## config.mk

```make
export PLATFORM = sky130hd
export DESIGN_NAME = shared_adder_arbiter
export DESIGN_NICKNAME = d
export VERILOG_FILES = /design/src/rtl/shared_adder_arbiter.sv
export SDC_FILE = /design/constraint.sdc
export NUM_CORES = 1
export LEC_CHECK = 0
export CAP_MARGIN = 40
export CORE_AREA = 2 2 124 126
export DETAILED_ROUTE_END_ITERATION = 16
export DIE_AREA = 0 0 126 128
export MAX_ROUTING_LAYER = met4
export PLACE_DENSITY = 0.83
export SLEW_MARGIN = 10
export SYNTH_ARGS = -nofsm -noshare
export SYNTH_HDL_FRONTEND = slang
export SYNTH_SLANG_ARGS = --single-unit
```

## constraint.sdc

```tcl
create_clock -name clk -period 19.58 [get_ports clk]
set_clock_uncertainty 0.1 [all_clocks]
set_input_delay 1.958 -clock clk [delete_from_list [all_inputs] [get_ports clk]]
set_output_delay 1.958 -clock clk [all_outputs]
set_load 0.02 [all_outputs]
```

## src/rtl/shared_adder_arbiter.sv

```systemverilog
// Four requesters share one ripple-carry adder through a round-robin grant.
// Results are held in a single output register.
module shared_adder_arbiter #(
    parameter int WIDTH = 32
) (
    input  logic                 clk,
    input  logic                 rst,
    input  logic [3:0]           req_valid,
    input  logic [4*WIDTH-1:0]   req_a,
    input  logic [4*WIDTH-1:0]   req_b,
    output logic [3:0]           req_ready,
    output logic                 resp_valid,
    input  logic                 resp_ready,
    output logic [1:0]           resp_id,
    output logic [WIDTH-1:0]     resp_sum,
    output logic                 resp_carry,
    output logic [15:0]          op_count
);

    logic             r_resp_valid;
    logic [1:0]       r_resp_id;
    logic [WIDTH-1:0] r_resp_sum;
    logic             r_resp_carry;
    logic [1:0]       r_rr_ptr;
    logic [15:0]      r_op_count;

    logic             w_slot_free;
    logic             w_found;
    logic [1:0]       w_idx;
    logic [1:0]       w_gnt_idx;
    logic [3:0]       w_grant;
    logic             w_accept;
    logic [WIDTH-1:0] w_op_a;
    logic [WIDTH-1:0] w_op_b;
    logic [WIDTH-1:0] w_sum;
    logic             w_ripple_c;
    logic             w_carry;

    assign w_slot_free = !r_resp_valid || resp_ready;

    // Round-robin search starting at r_rr_ptr; operands never influence the grant.
    always_comb begin
        w_found   = 1'b0;
        w_gnt_idx = 2'd0;
        w_idx     = 2'd0;
        for (int k = 0; k < 4; k++) begin
            w_idx = r_rr_ptr + 2'(k);
            if (!w_found && req_valid[w_idx]) begin
                w_found   = 1'b1;
                w_gnt_idx = w_idx;
            end
        end
        w_grant = w_found ? (4'b0001 << w_gnt_idx) : 4'b0000;
    end

    assign req_ready = (!rst && w_slot_free) ? w_grant : 4'b0000;
    assign w_accept  = |req_ready;

    assign w_op_a = req_a[w_gnt_idx*WIDTH +: WIDTH];
    assign w_op_b = req_b[w_gnt_idx*WIDTH +: WIDTH];

    always_comb begin
        w_ripple_c = 1'b0;
        w_sum      = '0;
        for (int i = 0; i < WIDTH; i++) begin
            w_sum[i]   = w_op_a[i] ^ w_op_b[i] ^ w_ripple_c;
            w_ripple_c = (w_op_a[i] & w_op_b[i]) | (w_ripple_c & (w_op_a[i] ^ w_op_b[i]));
        end
        w_carry = w_ripple_c;
    end

    always_ff @(posedge clk) begin
        if (rst) begin
            r_resp_valid <= 1'b0;
            r_resp_id    <= 2'd0;
            r_resp_sum   <= '0;
            r_resp_carry <= 1'b0;
            r_rr_ptr     <= 2'd0;
            r_op_count   <= 16'd0;
        end else if (w_accept) begin
            r_resp_valid <= 1'b1;
            r_resp_id    <= w_gnt_idx;
            r_resp_sum   <= w_sum;
            r_resp_carry <= w_carry;
            r_rr_ptr     <= w_gnt_idx + 2'd1;
            r_op_count   <= r_op_count + 16'd1;
        end else if (resp_ready) begin
            r_resp_valid <= 1'b0;
        end
    end

    assign resp_valid = r_resp_valid;
    assign resp_id    = r_resp_id;
    assign resp_sum   = r_resp_sum;
    assign resp_carry = r_resp_carry;
    assign op_count   = r_op_count;

endmodule

```

==> results.yml <==
power_and_ir_drop:
  vdd.ir_drop.worst_v: 0.0000361
  static_leakage_power_uw: 0.00305
  power.density_cell_area_mw_per_mm2: 83.5
sta:
  layout_min_cycle_time_ps: 16500
  finalSetupTns_ps: 0
  hold_slack_ps: 356
  relSlewSlack_pct: 40.9
  setup_viol_count_final: 0
  unrepaired_setup_endpoints_after_global_routing: "false"
  timing.fmax_mhz: 60.6
  timing.final.hold_violations: 0
  final-max-slew-violation-count: 0
  min_period_over_period_pct: 84.3
  tightestPinTransition_ps: 887
  setup_slack_ps: 3080
global_route:
  groute.layer.met1.usage_pct: 27.7
  grt_util_met3_pct: 2.92
  grt_start_max_net_pins: 80
  grt_pass1_vias: 5640
  global_route_wire_length_before_repair_mm: 29.1
  groute.usage.overall_pct: 23.3
  initial_antenna_violation_count: 0
  met2_usage_pct: 41.4
  grt.busiest_layer: "met2"
  global_route.overflow_total: 0
logic_synthesis:
  syn-num-nets: 944
  synth-edff-count: 0
  synth.top_cells.by_count: "213 x sky130_fd_sc_hd__nand2_1, 75 x sky130_fd_sc_hd__a21oi_1, 58 x sky130_fd_sc_hd__a32o_1"
  netlist.area_leader.share_pct: 22.5
  synthArstFlopShare_pct: 0
  synthDominantAreaCellType: "sky130_fd_sc_hd__dfxtp_1"
  synthTopCellsByArea: "sky130_fd_sc_hd__dfxtp_1 23%, sky130_fd_sc_hd__nand2_1 17%, sky130_fd_sc_hd__fa_1 13%"
  most_numerous_cell_in_the_yosys_netlist: "sky130_fd_sc_hd__nand2_1"
  number_of_flip_flops_and_latches_in_the_synthesized_netlist: 54
  post_synth.cell_area_avg_um2: 7.45
  ys.flop_type: "sky130_fd_sc_hd__dfxtp_1"
  post_synthesis_cell_type_count: 35
  netlist_area_mm2: 0.00480
  ys_warn_count: 0
  register_area_share_after_synthesis_pct: 22.5
  synthesis.instances: 644
worst_setup_path:
  path_class: "primary input to flop"
  r2r_start: "r_rr_ptr[1]"
  crit_path_start: "req_valid[0]"
  crit_path_end_kind: "flop"
  cpMaxStageDelayCell: "sky130_fd_sc_hd__o32a_2"
  timing.reg2reg.worst_path_depth: 43
  endpoint: "resp_sum[31]"
  worstPathMaxFanout: 42
  timing.critical_path.slowest_cell_delay_ps: 490
  worst_ep_required_time_ps: 19630
  worstReg2RegEnd: "resp_sum[31]"
  timing.critical_path.from_type: "primary input"
  critical-path-top-cell-by-count: "sky130_fd_sc_hd__fa_1"
  worst-endpoint-arrival_ps: 16550
  reg2reg_slack_ps: 4880
route:
  remaining_drc_errors: 0
  drt_pass1_iterations: 5
  avgRoutedWirePerCell_um: 17.1
  wirelength_mm: 18.9
  vias: 5674
  vias_per_cell: 5.14
  initialDrtViolationCount: 293
  ant_nets: 0
flow_run:
  timing.max_cap.violations: 0
clock_network:
  h_tree_levels: 2
  cts.sinks: 54
  cts.repair_timing.setup_buffer_count: 0
  ctsResizeCount: 0
  cts_hold_buf: 0
  clk_root_buffer_cell: "sky130_fd_sc_hd__clkbuf_16"
  tritoncts_clock_tree: "built"
  cts_inserted_buffers: 5
  cts-root-to-sink-buffers: 2
  worst_skew_pair.late_latency_ps: 290
  path_clk_slew_ps: 80
layout:
  drive_above_1_share_pct: 3.60
  design_area_mm2: 0.00811
  antenna_cells: 0
  areaGrowthSynthToFinish_pct: 68.8
  finish.net_count: 1215
  final_core_util_pct: 54.5
place:
  dp_slack_ps: 2700
  gp_routability_congestion: 0.865
  buffer_ports.inserted: 318
  place_hpwl_mm: 15.1
  placed_cell_area_mm2: 0.00795
floorplan:
  chipHeight_um: 128
  rows: 45
  floorplan.initialDensity_pct: 32.3
  die_w_um: 126
  dieArea_mm2: 0.0161
  io-pin-count: 319
  coreArea_mm2: 0.0149
run_status:
  status: "complete, no violations"
min_path:
  worstHoldPathType: "flop to flop"
-- critical path: cells and delay by family --
kind                       cells  cell delay, ps
and+or+nand+nor                3             340
AOI/OAI and AO/OA              4             830
buffers and inverters          6            1200
adders and majority gates     32           12200
-- worst min-delay path by stage --
stage	cells after the start	end	slack, ps	from
2_1_floorplan	2	r_rr_ptr[1]	370	r_rr_ptr[1]
3_3_place_gp	2	resp_sum[0]	340	resp_sum[0]
3_5_place_dp	2	resp_sum[0]	350	resp_sum[0]
4_1_cts	2	resp_sum[0]	360	resp_sum[0]
5_1_grt	2	resp_id[1]	380	resp_id[1]
6_report	2	resp_sum[0]	360	resp_sum[0]
-- layout by cell type, fill, tap and decap left out, drive strengths merged, types with 6 or more instances in the layout --
master,count
dfxtp,54
nand2,213
nor2,46
a32oi,6
nand4,7
a21oi,75
clkdlybuf4s50,317
inv,11
xor2,8
ha,6
a211oi,31
fa,31
a32o,58
buf,7
-- where the power goes --
group | total [uW] | switching (uW) | internal [uW] | leakage [uW]
clock network | 94.6 | 45.4 | 49.2 | 0.0000763
logic | 439 | 234 | 205 | 0.00253
registers | 144 | 12.3 | 131 | 0.000443
-- per-stage QoR --
stage	total power, uW	instances
after detailed placement	589	1096
final	677	1104
after global placement	577	1096
after floorplan	425	644
after CTS	686	1104
after global routing	735	1104
-- flip-flops by register name, indices dropped and copies added (netlist names) --
signal,cells
r_rr_ptr,2
resp_id,2
op_count,16
resp_valid,1
resp_sum,32
resp_carry,1
-- metal layers --
layer	wire length [um]	vias up
met5	0	-
met3	1040	28
met1	7830	2619
met2	9550	232
met4	489	0
li1	-	2795
-- cells by family (layout without fill, tap and decap cells) --
family	after synthesis	in the layout	share of synthesized area (%)
and+or+nand+nor	295	295	25.1
AOI/OAI and AO/OA	176	176	28.1
buffers and inverters	69	341	7.38
DFF	54	54	22.5
adders and majority gates	37	37	14.5
xor gates and xnor gates	13	13	2.37
-- area by class of cell --
class	count	area (um^2)
inverters	9	36.3
clock inverters	3	28.8
multi-input cells	521	3380
well taps	188	235
fillers	1367	6760
clock buffers	5	125
repair buffers	324	3220
flip-flops and latches	54	1080
(Power assumes the default switching activity.)
